`config.mk`:
```
export PLATFORM = sky130hd
export DESIGN_NAME = adc_sample_packetizer_flat
export DESIGN_NICKNAME = d
export VERILOG_FILES = /design/src/rtl/adc_pkt_pkg.sv /design/src/rtl/adc_sample_packetizer_if.sv /design/src/rtl/adc_pkt_fifo.sv /design/src/rtl/adc_sample_packetizer.sv /design/src/flat_wrapper.sv
export SDC_FILE = /design/constraint.sdc
export NUM_CORES = 1
export LEC_CHECK = 0
export ABC_AREA = 1
export CAP_MARGIN = 20
export CELL_PAD_IN_SITES_DETAIL_PLACEMENT = 1
export CELL_PAD_IN_SITES_GLOBAL_PLACEMENT = 2
export CORE_MARGIN = 2
export CORE_UTILIZATION = 42
export CTS_CLUSTER_DIAMETER = 60
export CTS_CLUSTER_SIZE = 30
export DETAILED_ROUTE_END_ITERATION = 6
export PLACE_DENSITY_LB_ADDON = 0.1
export SLEW_MARGIN = 0
export SYNTH_ARGS = -nofsm -noshare
export SYNTH_HDL_FRONTEND = slang
export SYNTH_HIERARCHICAL = 1
export SYNTH_SLANG_ARGS = --single-unit
```
`constraint.sdc`:
```
create_clock -name i_Clk -period 3.7 [get_ports i_Clk]
set_input_delay 0.74 -clock i_Clk [delete_from_list [all_inputs] [get_ports i_Clk]]
set_output_delay 0.74 -clock i_Clk [all_outputs]
set_load 0.05 [all_outputs]
```
`src/rtl/adc_pkt_pkg.sv`:
```
// Shared definitions for the ADC sample packetizer.
//
// Provides the data/counter widths, the header tag and the packetizer
// FSM state type, plus a helper that builds a frame header word.
// Consumers: adc_sample_packetizer_if, adc_pkt_fifo, adc_sample_packetizer.
// The header feature itself is enabled by the ADC_PKT_HEADER_EN macro
// in the top module; this package is the same in both builds.
package adc_pkt_pkg;

   localparam int SAMPLE_W = 16;
   localparam int CNT_W    = 16;

   // Upper nibble of every frame header word.
   localparam logic [3:0] HDR_TAG = 4'hA;

   typedef enum logic {
      HDR  = 1'b0,
      DATA = 1'b1
   } pkt_state_e;

   // Header word: tag in the top nibble, low 12 bits of the frame number.
   function automatic logic [SAMPLE_W-1:0] make_header(input logic [11:0] frame_seq);
      return {HDR_TAG, frame_seq};
   endfunction

endpackage

```
`src/rtl/adc_sample_packetizer_if.sv`:
```
// AXI-Stream style output bundle of the ADC sample packetizer.
//
// Signals:
//   o_Axis_Data  - stream data word
//   o_Axis_Valid - stream valid
//   o_Axis_Last  - last word of a frame
//   i_Axis_Ready - downstream ready
// Modports: master (packetizer side), slave (DMA / consumer side).
interface adc_sample_packetizer_if;
   import adc_pkt_pkg::*;

   logic [SAMPLE_W-1:0] o_Axis_Data;
   logic                o_Axis_Valid;
   logic                o_Axis_Last;
   logic                i_Axis_Ready;

   modport master (
      output o_Axis_Data,
      output o_Axis_Valid,
      output o_Axis_Last,
      input  i_Axis_Ready
   );

   modport slave (
      input  o_Axis_Data,
      input  o_Axis_Valid,
      input  o_Axis_Last,
      output i_Axis_Ready
   );

endinterface

```
`src/rtl/adc_pkt_fifo.sv`:
```
// Synchronous first-word-fall-through sample FIFO.
//
// Ports:
//   clk, rst_n      - clock, asynchronous active-low reset
//   wr_en, wr_data  - push request and data (ignored while full)
//   rd_en           - pop request (ignored while empty)
//   rd_data         - word at the head, valid whenever empty is low
//   full, empty     - flags decoded from the registered occupancy
// The caller owns any drop policy; writes into a full FIFO never land.
module adc_pkt_fifo #(
   parameter int DEPTH = 16,
   parameter int WIDTH = 16
) (
   input  logic             clk,
   input  logic             rst_n,
   input  logic             wr_en,
   input  logic [WIDTH-1:0] wr_data,
   input  logic             rd_en,
   output logic [WIDTH-1:0] rd_data,
   output logic             full,
   output logic             empty
);

   localparam int AW = $clog2(DEPTH);
   localparam logic [AW:0] DEPTH_CNT = (AW+1)'(DEPTH);

   logic [WIDTH-1:0] mem_q [DEPTH];
   logic [AW-1:0]    wr_ptr_q, wr_ptr_d;
   logic [AW-1:0]    rd_ptr_q, rd_ptr_d;
   logic [AW:0]      count_q, count_d;
   logic             wr_fire;
   logic             rd_fire;

   assign full    = (count_q == DEPTH_CNT);
   assign empty   = (count_q == '0);
   assign wr_fire = wr_en && !full;
   assign rd_fire = rd_en && !empty;
   assign rd_data = mem_q[rd_ptr_q];

   // Pointers wrap naturally because the depth is a power of two.
   always_comb begin
      wr_ptr_d = wr_ptr_q;
      rd_ptr_d = rd_ptr_q;
      count_d  = count_q;
      if (wr_fire) begin
         wr_ptr_d = wr_ptr_q + AW'(1);
      end
      if (rd_fire) begin
         rd_ptr_d = rd_ptr_q + AW'(1);
      end
      case ({wr_fire, rd_fire})
         2'b10:   count_d = count_q + (AW+1)'(1);
         2'b01:   count_d = count_q - (AW+1)'(1);
         default: count_d = count_q;
      endcase
   end

   always_ff @(posedge clk or negedge rst_n) begin
      if (!rst_n) begin
         wr_ptr_q <= '0;
         rd_ptr_q <= '0;
         count_q  <= '0;
      end else begin
         wr_ptr_q <= wr_ptr_d;
         rd_ptr_q <= rd_ptr_d;
         count_q  <= count_d;
      end
   end

   // Storage needs no reset; occupancy alone decides what is valid.
   always_ff @(posedge clk) begin
      if (wr_fire) begin
         mem_q[wr_ptr_q] <= wr_data;
      end
   end

endmodule

```
`src/rtl/adc_sample_packetizer.sv`:
```
// ADC sample packetizer: buffers the free-running sample stream in a small
// FIFO and re-emits it as a back-pressurable stream framed every FRAME_LEN
// samples. Samples arriving while the FIFO is full are dropped and counted.
//
// Ports:
//   i_Clk, i_Rst_L   - clock, asynchronous active-low reset
//   i_Sample_Data    - 16-bit zero-padded ADC sample
//   i_Sample_Valid   - one-cycle strobe per sample
//   o_Sample_Ready   - FIFO not full (informational)
//   axis             - stream output bundle (master modport)
//   i_Clear_Status   - clears o_Overflow and o_Drop_Count
//   o_Overflow       - sticky drop flag
//   o_Drop_Count     - saturating dropped-sample count
//   o_Frame_Count    - completed frames, wrapping
// Build option: ADC_PKT_HEADER_EN prefixes each frame with a header word
// {HDR_TAG, frame_count[11:0]}; without it frames carry data only.
module adc_sample_packetizer
   import adc_pkt_pkg::*;
#(
   parameter int FIFO_DEPTH = 16,
   parameter int FRAME_LEN  = 256
) (
   input  logic                    i_Clk,
   input  logic                    i_Rst_L,
   input  logic [SAMPLE_W-1:0]     i_Sample_Data,
   input  logic                    i_Sample_Valid,
   output logic                    o_Sample_Ready,
   adc_sample_packetizer_if.master axis,
   input  logic                    i_Clear_Status,
   output logic                    o_Overflow,
   output logic [CNT_W-1:0]        o_Drop_Count,
   output logic [CNT_W-1:0]        o_Frame_Count
);

   localparam logic [CNT_W-1:0] IDX_LAST = CNT_W'(FRAME_LEN - 1);

   logic                fifo_wr_en;
   logic                fifo_rd_en;
   logic [SAMPLE_W-1:0] fifo_rd_data;
   logic                fifo_full;
   logic                fifo_empty;

   logic [SAMPLE_W-1:0] out_data_q, out_data_d;
   logic                out_valid_q, out_valid_d;
   logic                out_last_q, out_last_d;
   logic [CNT_W-1:0]    idx_q, idx_d;
   logic [CNT_W-1:0]    frame_count_q, frame_count_d;
   logic [CNT_W-1:0]    drop_count_q, drop_count_d;
   logic                overflow_q, overflow_d;

   logic                handshake;
   logic                load;
   logic                at_last;
   logic                load_hdr;
   logic                drop;

   // Full comes from the registered occupancy, so a pop in the same cycle
   // cannot make room for an incoming sample.
   assign drop       = i_Sample_Valid && fifo_full;
   assign fifo_wr_en = i_Sample_Valid && !fifo_full;

   // The output register refills whenever it is empty or being drained,
   // which sustains one word per cycle.
   assign handshake = out_valid_q && axis.i_Axis_Ready;
   assign load      = !out_valid_q || handshake;

   // idx_q is the frame position of the next data word to be loaded.
   assign at_last = (idx_q == IDX_LAST);

   adc_pkt_fifo #(
      .DEPTH (FIFO_DEPTH),
      .WIDTH (SAMPLE_W)
   ) u_fifo (
      .clk     (i_Clk),
      .rst_n   (i_Rst_L),
      .wr_en   (fifo_wr_en),
      .wr_data (i_Sample_Data),
      .rd_en   (fifo_rd_en),
      .rd_data (fifo_rd_data),
      .full    (fifo_full),
      .empty   (fifo_empty)
   );

`ifdef ADC_PKT_HEADER_EN
   pkt_state_e state_q, state_d;

   // Frame state register; the state names what the output register
   // loads next (a header or data words of the current frame).
   always_ff @(posedge i_Clk or negedge i_Rst_L) begin
      if (!i_Rst_L) begin
         state_q <= HDR;
      end else begin
         state_q <= state_d;
      end
   end

   // A header is only presented once a sample is waiting, and the FSM
   // returns to HDR when the frame's last data word is taken.
   always_comb begin
      state_d = state_q;
      case (state_q)
         HDR: begin
            if (load && !fifo_empty) begin
               state_d = DATA;
            end
         end
         DATA: begin
            if (load && !fifo_empty && at_last) begin
               state_d = HDR;
            end
         end
         default: state_d = HDR;
      endcase
   end

   assign load_hdr = (state_q == HDR);
`else
   assign load_hdr = 1'b0;
`endif

   // Output register, frame index and status counters. The frame count is
   // updated before the header is built so that a header loaded on the
   // same edge as the previous frame's last handshake carries the new value.
   always_comb begin
      out_data_d    = out_data_q;
      out_valid_d   = out_valid_q;
      out_last_d    = out_last_q;
      idx_d         = idx_q;
      frame_count_d = frame_count_q;
      drop_count_d  = drop_count_q;
      overflow_d    = overflow_q;
      fifo_rd_en    = 1'b0;

      if (handshake) begin
         out_valid_d = 1'b0;
         if (out_last_q) begin
            frame_count_d = frame_count_q + CNT_W'(1);
         end
      end

      if (load && !fifo_empty) begin
         out_valid_d = 1'b1;
         if (load_hdr) begin
            out_data_d = make_header(frame_count_d[11:0]);
            out_last_d = 1'b0;
         end else begin
            fifo_rd_en = 1'b1;
            out_data_d = fifo_rd_data;
            out_last_d = at_last;
            idx_d      = at_last ? '0 : idx_q + CNT_W'(1);
         end
      end

      if (i_Clear_Status) begin
         overflow_d   = 1'b0;
         drop_count_d = '0;
      end else if (drop) begin
         overflow_d = 1'b1;
         if (drop_count_q != '1) begin
            drop_count_d = drop_count_q + CNT_W'(1);
         end
      end
   end

   always_ff @(posedge i_Clk or negedge i_Rst_L) begin
      if (!i_Rst_L) begin
         out_data_q    <= '0;
         out_valid_q   <= 1'b0;
         out_last_q    <= 1'b0;
         idx_q         <= '0;
         frame_count_q <= '0;
         drop_count_q  <= '0;
         overflow_q    <= 1'b0;
      end else begin
         out_data_q    <= out_data_d;
         out_valid_q   <= out_valid_d;
         out_last_q    <= out_last_d;
         idx_q         <= idx_d;
         frame_count_q <= frame_count_d;
         drop_count_q  <= drop_count_d;
         overflow_q    <= overflow_d;
      end
   end

   assign axis.o_Axis_Data  = out_data_q;
   assign axis.o_Axis_Valid = out_valid_q;
   assign axis.o_Axis_Last  = out_last_q;
   assign o_Sample_Ready    = !fifo_full;
   assign o_Overflow        = overflow_q;
   assign o_Drop_Count      = drop_count_q;
   assign o_Frame_Count     = frame_count_q;

endmodule
```
`src/flat_wrapper.sv`:
```
// flat-port wrapper written by rule: the top's interface ports become plain ports
module adc_sample_packetizer_flat import adc_pkt_pkg::*;
#(
   parameter int FIFO_DEPTH = 16,
   parameter int FRAME_LEN  = 256
)
  (i_Clk, i_Rst_L, i_Sample_Data, i_Sample_Valid, o_Sample_Ready, i_Clear_Status, o_Overflow, o_Drop_Count, o_Frame_Count, axis_o_Axis_Data, axis_o_Axis_Valid, axis_o_Axis_Last, axis_i_Axis_Ready);
  adc_sample_packetizer_if axis_i ();
  input  logic i_Clk;
  input  logic i_Rst_L;
  input  logic [SAMPLE_W-1:0] i_Sample_Data;
  input  logic i_Sample_Valid;
  output logic o_Sample_Ready;
  input  logic i_Clear_Status;
  output logic o_Overflow;
  output logic [CNT_W-1:0] o_Drop_Count;
  output logic [CNT_W-1:0] o_Frame_Count;
  output wire logic [$bits(axis_i.o_Axis_Data)-1:0] axis_o_Axis_Data;
  output wire logic [$bits(axis_i.o_Axis_Valid)-1:0] axis_o_Axis_Valid;
  output wire logic [$bits(axis_i.o_Axis_Last)-1:0] axis_o_Axis_Last;
  input wire logic [$bits(axis_i.i_Axis_Ready)-1:0] axis_i_Axis_Ready;
  assign axis_o_Axis_Data = axis_i.o_Axis_Data;
  assign axis_o_Axis_Valid = axis_i.o_Axis_Valid;
  assign axis_o_Axis_Last = axis_i.o_Axis_Last;
  assign axis_i.i_Axis_Ready = axis_i_Axis_Ready;
  adc_sample_packetizer #(.FIFO_DEPTH(FIFO_DEPTH), .FRAME_LEN(FRAME_LEN)) u_core (.i_Clk(i_Clk), .i_Rst_L(i_Rst_L), .i_Sample_Data(i_Sample_Data), .i_Sample_Valid(i_Sample_Valid), .o_Sample_Ready(o_Sample_Ready), .axis(axis_i), .i_Clear_Status(i_Clear_Status), .o_Overflow(o_Overflow), .o_Drop_Count(o_Drop_Count), .o_Frame_Count(o_Frame_Count));
endmodule
```
==> impl_metrics.ini <==
[worst_setup_path]
cp_cell_sequence = nor2_1 -> nand4_1 -> inv_1 -> inv_1 -> clkdlybuf4s50_1
crit_fanout = 4
worst-path-buf-inv = 3
worst_setup_path_start_kind = register
end_kind = output port
worstPathArrival_ps = 2120
path_class = register to output port
crit_required_ps = 2960
crit_slowest_cell = clkdlybuf4s50_1
cp_slowest_stage_delay_ps = 690
cpMostUsedCell = inv_1
crit_family = buffers and inverters

[die]
die-area_sq_um = 37300
fp.dieW_um = 193
io_pins = 73
die_h_um = 193
initial_utilization = 0.425
coreArea_sq_um = 35400
row_count = 69

[power_and_ir_drop]
powerDensity_nw_per_um2 = 735
leakage_nw = 7.51
ir_drop_mv = 0.588

[route]
dr.pass1.iters = 5
vias = 10800
wirelength_um = 42400
drcViolationCount = 0
avgViaCountPerCell = 5.03
wl_per_cell_um = 19.8
ant_nets = 0
drtIter0Drc = 661

[clocking]
clk_path_buf_depth = 3
clockRootBuffer = clkbuf_16
cts_sinks = 336
cts_tree = yes
cts_resized = 0
clk_latency_ps = 560
cts_setup_buffers = 0
htree_levels = 2
clk_pin_slew_ps = 60
cts_made_buffers = 36
cts_hold_buf = 0

[place]
post-place-ws_ps = 516
port_buffers = 72
place_congestion = 0.813
dpl.hpwl_um = 27000
dp_cells = 2081

[sta]
whs_ps = 243
setup_violations = 0
hold_viol_final = 0
max_freq_mhz = 349
fin_crit_ps = 2860
clock_skew_ps = 24.3
setup_ws_ps = 837
tightestPinTransition_ps = 997
tns_ps = 0
rsz0062_at_grt = false
slew_violations = 0
slew_headroom = 0.333
fin_crit_sh = 0.774

[yosys]
syn_avg_cell_area_sq_um = 9.56
synth.area.mux_share = 0
synth_xor_area_frac = 0.0163
yosysWarnings = 6
syn_nets = 1606
yosys.area_share.simple = 0.254
synth_top_family_by_area = simple AND/OR/NAND/NOR gates
syn_area_sq_um = 15000
yosys.cell_types.count = 32
synth_compound_area_frac = 0.00882
synth-seq-cells = 336
ys_seq_area_frac = 0.645
syn_inst = 1572
synthAdderAreaFrac = 0.0113

[global_routing]
grt_usage = 0.235
grt_pass1_vias = 11200
met1_usage = 0.325
grt_max_degree = 162
overflow = 0
busiest_layer = met2
antenna_found_initial = 0
grt_pass1_wl_um = 65100
grt_use_met2 = 0.379
met3_usage = 0.0319

[final_layout]
seqCellArea_sq_um = 9690
drive_above_1_share = 0.0730
fin_cells = 2145
layout.nets = 1692
area_growth_pct = 16.4
multi_input_area_sq_um = 4410
fill_cells = 4000
final_common_cell = nand2_1
diodes = 0
final_cell_mix = nand2_1, edfxtp_1, inv_1

[worst_hold_path]
min_path_type = input port to async pin

[status]
status = finished, final reports clean

[flow_run]
drv_cap = 0
## synth_stat cells
master | instances | area, sq um
buf_4 | 17 | 128
nand2_1 | 604 | 2270
nor2_1 | 161 | 604
a21oi_1 | 3 | 15.0
nand4_1 | 11 | 68.8
buf_6 | 2 | 22.5
o21ai_0 | 19 | 95.1
inv_1 | 170 | 638
xor2_1 | 21 | 184
dfrtp_1 | 80 | 2000
edfxtp_1 | 256 | 7690
inv_2 | 4 | 15.0
nor2_2 | 3 | 18.8
buf_1 | 2 | 7.51
nor3b_1 | 1 | 7.51
nand3_2 | 2 | 20.0
xnor2_1 | 7 | 61.3
nor3_1 | 17 | 85.1
buf_2 | 23 | 115
o21bai_1 | 2 | 15.0
clkbuf_1 | 7 | 26.3
nand3_1 | 135 | 676
or2_2 | 3 | 18.8
inv_4 | 1 | 6.26
nand3b_1 | 1 | 7.51
fa_1 | 1 | 20.0
nand2_4 | 1 | 11.3
o21a_1 | 1 | 7.51
ha_1 | 12 | 150
buf_8 | 1 | 15.0
nand2_2 | 2 | 12.5
nor2_4 | 2 | 22.5
## routing by layer
layer / wire, um / share of wire / up-vias
met5: 0 / 0 / -
met4: 1380 / 0.033 / 0
met3: 1750 / 0.041 / 72
met2: 19600 / 0.46 / 203
met1: 19600 / 0.46 / 5332
li1: - / - / 5185
## worst paths after layout
kind | start | to | slack (ps) | cells past startpoint
worst max-delay path | u_core/u_fifo/count_q[1] | o_Sample_Ready | 840 | 5
worst min-delay path | i_Rst_L | u_core/axis.o_Axis_Data[2] | 240 | 1
worst max register to register | u_core/u_fifo/count_q[1] | u_core/u_fifo/count_q[4] | 1210 | 15
worst min register to register | u_core/axis.o_Axis_Data[2] | u_core/axis.o_Axis_Data[2] | 480 | 2
max in group asynchronous | i_Rst_L | u_core/o_Frame_Count[15] | 2700 | 2
min in group i_Clk | u_core/axis.o_Axis_Data[2] | u_core/axis.o_Axis_Data[2] | 480 | 2
## state kept, by name, summed over array words and instances, names as in the netlist
signal	count
u_core/axis.o_Axis_Last	1
u_core/u_fifo/mem_q	256
u_core/o_Overflow	1
u_core/u_fifo/wr_ptr_q	4
u_core/axis.o_Axis_Valid	1
u_core/axis.o_Axis_Data	16
u_core/o_Frame_Count	16
u_core/idx_q	16
u_core/u_fifo/count_q	5
u_core/u_fifo/rd_ptr_q	4
u_core/o_Drop_Count	16
## cell type report
| type | instances | area share |
|---|---|---|
| Clock inverter | 25 | 0.0164 |
| Inverter | 175 | 0.0377 |
| Tap cell | 461 | 0.0330 |
| Timing Repair Buffer | 100 | 0.0538 |
| Multi-Input combinational cell | 1009 | 0.252 |
| Sequential cell | 336 | 0.554 |
| Clock buffer | 39 | 0.0533 |
## report_power, final
group          switching, mW  total [mW]  internal, mW
Sequential             0.247        4.80          4.55
Combinational           3.14        4.30          1.16
Clock                   1.70        3.76          2.06
Total                   5.09        12.9          7.77
## logic make-up after synthesis
logic type,Yosys count
adders and majority gates,13
DFF,336
buffers and inverters,227
and+or+nand+nor,943
AOI/OAI and AO/OA,25
xor gates and xnor gates,28
## per-stage QoR
stage	total power [mW]	area, sq um	util
floorplan	7.66	15000	-
global placement	9.13	16300	0.460
detailed placement	9.21	16300	0.460
CTS	13.0	17500	0.494
global route	13.6	17500	0.494
finish	12.9	17500	0.494
Note: power is estimated with default switching activity, not from simulation.
